`src/rtl/stream_cipher_ctrl.sv`:
```
// stream_cipher_ctrl
//   Shares one W-bit XOR keystream stage between an encrypt requester
//   (channel 0) and a decrypt requester (channel 1). It holds a key per
//   channel, grants the stage to at most one channel per cycle
//   (round-robin on contention) and registers each XOR result into a
//   single-entry valid/ready output buffer.
//
// Optional feature (macro KEY_ROTATE_EN):
//   When defined, the key of the channel that just transferred rotates
//   left by one bit after every transfer. When undefined, keys stay
//   static between key_load events.
//
// Ports:
//   clk        in   rising-edge clock
//   rst_n      in   asynchronous active-low reset
//   key_load   in   load key_seed into both channel keys, flush buffer
//   key_seed   in   [W-1:0] key value
//   req0_*     encrypt channel  (valid/data in, ready out)
//   req1_*     decrypt channel  (valid/data in, ready out)
//   out_valid  out  output buffer holds a result
//   out_data   out  [W-1:0] XOR result
//   out_src    out  channel that produced out_data
//   out_ready  in   consumer accepts the result
//   keyed      out  a key has been loaded since reset
//   xfer_cnt   out  [CNT_W-1:0] results consumed, wrapping

module stream_cipher_ctrl #(
  parameter int W     = 4,
  parameter int CNT_W = 8
) (
  input  logic             clk,
  input  logic             rst_n,
  input  logic             key_load,
  input  logic [W-1:0]     key_seed,
  input  logic             req0_valid,
  input  logic [W-1:0]     req0_data,
  output logic             req0_ready,
  input  logic             req1_valid,
  input  logic [W-1:0]     req1_data,
  output logic             req1_ready,
  output logic             out_valid,
  output logic [W-1:0]     out_data,
  output logic             out_src,
  input  logic             out_ready,
  output logic             keyed,
  output logic [CNT_W-1:0] xfer_cnt
);

  typedef enum logic {
    UNKEYED = 1'b0,
    KEYED   = 1'b1
  } state_t;

  state_t         state;
  state_t         state_nxt;
  logic [W-1:0]   key0;
  logic [W-1:0]   key1;
  logic           last_grant;
  logic           space;
  logic           consume;
  logic           xfer0;
  logic           xfer1;

`ifdef KEY_ROTATE_EN
  function automatic logic [W-1:0] rotl1(input logic [W-1:0] k);
    return {k[W-2:0], k[W-1]};
  endfunction
`endif

  // The buffer can take a new result if it is empty or being drained now.
  assign consume = out_valid && out_ready;
  assign space   = !out_valid || out_ready;

  assign keyed = (state == KEYED);

  always_ff @(posedge clk or negedge rst_n) begin
    if (!rst_n) begin
      state <= UNKEYED;
    end else begin
      state <= state_nxt;
    end
  end

  // KEYED is sticky; only reset returns the block to UNKEYED.
  always_comb begin
    state_nxt = state;
    if (key_load) begin
      state_nxt = KEYED;
    end
  end

  // Grant logic: key_load blocks all grants for the cycle; on contention
  // the channel that did not win last time is served.
  always_comb begin
    req0_ready = 1'b0;
    req1_ready = 1'b0;
    if (state == KEYED && !key_load && space) begin
      if (req0_valid && req1_valid) begin
        req0_ready = last_grant;
        req1_ready = !last_grant;
      end else if (req0_valid) begin
        req0_ready = 1'b1;
      end else if (req1_valid) begin
        req1_ready = 1'b1;
      end
    end
  end

  assign xfer0 = req0_valid && req0_ready;
  assign xfer1 = req1_valid && req1_ready;

  // Keys, output buffer, arbitration history and consume counter.
  // A key_load overrides a same-cycle consume: the consumer still takes
  // the current data, but the counter clears instead of incrementing.
  always_ff @(posedge clk or negedge rst_n) begin
    if (!rst_n) begin
      key0       <= '0;
      key1       <= '0;
      last_grant <= 1'b1;
      out_valid  <= 1'b0;
      out_data   <= '0;
      out_src    <= 1'b0;
      xfer_cnt   <= '0;
    end else if (key_load) begin
      key0      <= key_seed;
      key1      <= key_seed;
      out_valid <= 1'b0;
      xfer_cnt  <= '0;
    end else begin
      if (consume) begin
        xfer_cnt <= xfer_cnt + CNT_W'(1);
      end
      if (xfer0) begin
        out_data   <= req0_data ^ key0;
        out_src    <= 1'b0;
        out_valid  <= 1'b1;
        last_grant <= 1'b0;
`ifdef KEY_ROTATE_EN
        key0       <= rotl1(key0);
`endif
      end else if (xfer1) begin
        out_data   <= req1_data ^ key1;
        out_src    <= 1'b1;
        out_valid  <= 1'b1;
        last_grant <= 1'b1;
`ifdef KEY_ROTATE_EN
        key1       <= rotl1(key1);
`endif
      end else if (consume) begin
        out_valid <= 1'b0;
      end
    end
  end

endmodule

```
`config.mk`:
```
export PLATFORM = sky130hd
export DESIGN_NAME = stream_cipher_ctrl
export DESIGN_NICKNAME = d
export VERILOG_FILES = /design/src/rtl/stream_cipher_ctrl.sv
export SDC_FILE = /design/constraint.sdc
export NUM_CORES = 1
export LEC_CHECK = 0
export ABC_AREA = 0
export CORE_ASPECT_RATIO = 1.25
export CORE_MARGIN = 1
export CORE_UTILIZATION = 44
export DETAILED_ROUTE_END_ITERATION = 7
export GPL_ROUTABILITY_DRIVEN = 0
export PLACE_DENSITY = 0.78
export SKIP_CTS_REPAIR_TIMING = 1
export SYNTH_ARGS = -nofsm -noshare
export SYNTH_HDL_FRONTEND = slang
export SYNTH_SLANG_ARGS = --single-unit
```
`constraint.sdc`:
```
create_clock -name clk -period 1.6 [get_ports clk]
set_input_delay 0.48 -clock clk [delete_from_list [all_inputs] [get_ports clk]]
set_output_delay 0.48 -clock clk [all_outputs]
set_load 0.005 [all_outputs]
```
==> impl_metrics.csv <==
group,metric,value,unit
timing,rsz0062_at_grt,"yes",
detailed_routing,drt_iter0_markers,20,
setup_path,worst_setup_path_start_kind,"register",
yosys,yosys.area.top_type,"dfrtp_1",
yosys,syn_area_per_cell,10.5,µm²
detailed_routing,routed_wl,2.39,mm
placed_design,dp_hpwl,1.69,mm
placed_design,io_buffers,34,
setup_path,crit_chain,"buf_4 > nand2b_4 > nor2_4 > and3_1 > clkbuf_2",
cells_and_area,stdcell_count,187,
timing,tightestPinTransition,363,ps
yosys,synth_edf_count,0,
floorplan,initial_utilization,46.3,%
yosys,synth_seq_cells,20,
detailed_routing,drc,0,
timing,whs,487,ps
worst_hold_path,holdPathEnd,"last_grant",
placed_design,dp_slack,-753,ps
timing,setup_viol,2,
setup_path,r2r_cells,3,
grt,grt_max_degree,21,
yosys,ys_top_cells_by_area,"dfrtp_1 46%, o31ai_2 4.9%, mux2_2 4.4%",
run,cap_violations,0,
floorplan,die_h,56.0,µm
clocking,cts_tree,"done",
setup_path,worstPathArrival,1260,ps
setup_path,timing.rr.end,"out_data[1]",
worst_hold_path,worst_hold_path_type,"in -> reg",
floorplan,die_w,45.2,µm
yosys,synthFlopType,"dfrtp_1",
floorplan,dieArea,2530,µm²
power,finalPower,1.34,mW
timing,slew_headroom,75.8,%
timing,fin_crit_sh,109,%
detailed_routing,via_per_inst,5.06,
floorplan,io_pins,35,
yosys,netlist_area,1020,µm²
placed_design,dp.cells,169,
worst_hold_path,min_from,"req0_valid",
setup_path,slowest_delay,400,ps
setup_path,cp.required,1120,ps
yosys,synthCells,98,
outcome,status,"finished with violations",
detailed_routing,num_vias,947,
placed_design,dpl_cell_area,1450,µm²
yosys,yosysMostFrequentCell,"dfrtp_1",
timing,min_period,1740,ps
clocking,path_clk_slew,130,ps
detailed_routing,ant_nets,0,
setup_path,critPathTopFamily,"flip-flops",
power,leakagePower,0.994,nW
setup_path,worstSetupPathType,"reg -> out",
setup_path,reg2reg_setup_slack,120,ps
cells_and_area,fin_nets,176,
cells_and_area,final_core_util,75.8,%
timing,finalWorstSetupSlack,-142,ps
setup_path,worstPathMaxFanout,3,
cells_and_area,drive_gt1_share,30.1,%
cells_and_area,antenna_cells,0,
grt,track_usage,19.8,%
timing,slew_violations,0,
floorplan,core_area,2210,µm²
clocking,cts_buffers,3,
yosys,synth_top_area_share,46.4,%
power,p_per_area,802,nW/µm²
setup_path,cp_num_buf_inv,2,
timing,finalHoldViolations,0,
yosys,yosysUniqueCellTypes,30,
detailed_routing,first_pass_iters,4,
clocking,cts.path.max_buffers,2,
clocking,cts_max_level,1,
clocking,numClockSinks,20,
yosys,syn_nets,117,
timing,setup_tns,-277,ps
cells_and_area,nFillCells,173,
yosys,synth_warnings,0,
timing,fin_skew,15.1,ps
timing,max_freq,574,MHz
yosys,yosysSeqAreaShare,49.0,%
grt,grt_pass1_wl,3.80,mm
yosys,async_reset_ff_share,100,%
cells_and_area,layout-area-overhead-vs-synth,63.5,%
clocking,clk_latency,300,ps
grt,antenna_found_initial,0,
power,vdd_drop_max,0.708,mV
detailed_routing,post_drt_wl_per_cell,12.8,µm
setup_path,end_kind,"output port",
setup_path,reg2reg_from,"out_valid",
clocking,root_buffer,"clkbuf_4",
yosys,synth_common_cells,"19 x dfrtp_1, 9 x nand2_1, 9 x nor2_1, 5 x o21ai_0, 5 x xor2_1",
outcome,violations,"negative setup slack",
worst_hold_path,holdPathStages,3,
cells_and_area,design_area,1680,µm²
setup_path,crit_slowest_cell,"dfrtp_1",
floorplan,rows,19,
grt,grt_pass1_vias,921,
grt,grt_overflow_total,0,
[where the power goes]
part,internal (mW),total (mW),switching [mW]
sequential,0.561,0.592,0.0303
clock,0.253,0.411,0.158
combinational,0.207,0.342,0.135
[tightest hold or removal path: cells and delay by family]
| kind | cells | cell delay [ps] |
|---|---|---|
| AO/OA/AOI/OAI | 1 | 70 |
| buffers and inverters | 2 | 250 |
[logic make-up (layout without fill, tap and decap cells)]
| logic type | Yosys count | in the layout | synth area share [%] |
|---|---|---|---|
| mux | 4 | 4 | 4.40 |
| xor+xnor | 7 | 7 | 5.98 |
| compound gates | 17 | 17 | 12.6 |
| simple gates | 42 | 42 | 22.7 |
| fa+ha+maj | 1 | 1 | 1.22 |
| flops | 20 | 20 | 49.0 |
| buf+inv | 7 | 65 | 4.15 |
[how the worst max path moves through the flow]
stage | start | to | slack, ps | cells after the start
6_report | keyed | req1_ready | -140 | 5
3_5_place_dp | out_ready | req1_ready | -750 | 5
5_1_grt | keyed | req0_ready | -220 | 4
4_1_cts | out_ready | req1_ready | -760 | 5
2_1_floorplan | key_load | req1_ready | 40 | 4
3_3_place_gp | out_ready | req1_ready | -750 | 5
[cell usage in the layout, fill, tap and decap left out, drive strengths merged]
cell,count
clkbuf,4
nor4,1
and4,1
or3,1
and3b,4
nor2b,2
inv,2
dlymetal6s2s,19
clkdlybuf4s50,13
nand4,3
and3,3
dfrtp,19
nand2,9
mux2,4
ha,1
nor2,9
o21ai,5
buf,26
nand2b,3
xor2,5
a21boi,4
a31oi,1
a21oi,2
xnor2,2
o31ai,4
and2,1
a21o,1
bufinv,1
or2,1
nand3,4
dfstp,1
[area by class of cell]
class | count | area [µm²] | area share (%)
multi-input combinational | 71 | 504 | 30.1
timing repair buffer | 59 | 569 | 34.0
sequential | 20 | 503 | 30.0
tap | 31 | 38.8 | 2.32
clock inverter | 1 | 30.0 | 1.79
clock buffer | 3 | 22.5 | 1.34
inverter | 2 | 7.51 | 0.448
[state kept, by name, summed over array words and instances (netlist names)]
signal	cells
out_valid	1
out_data	4
out_src	1
keyed	1
xfer_cnt	8
key1	4
last_grant	1
[metal layers]
metal | global-route usage (%) | vias up | part of all wire [%]
met4 | 4.33 | 0 | 0.34
met5 | 0 | - | 0
met2 | 36.6 | 36 | 53
met3 | 3.25 | 2 | 4.5
li1 | - | 452 | -
met1 | 22.6 | 457 | 42
Power figures use the tool's default switching activity.
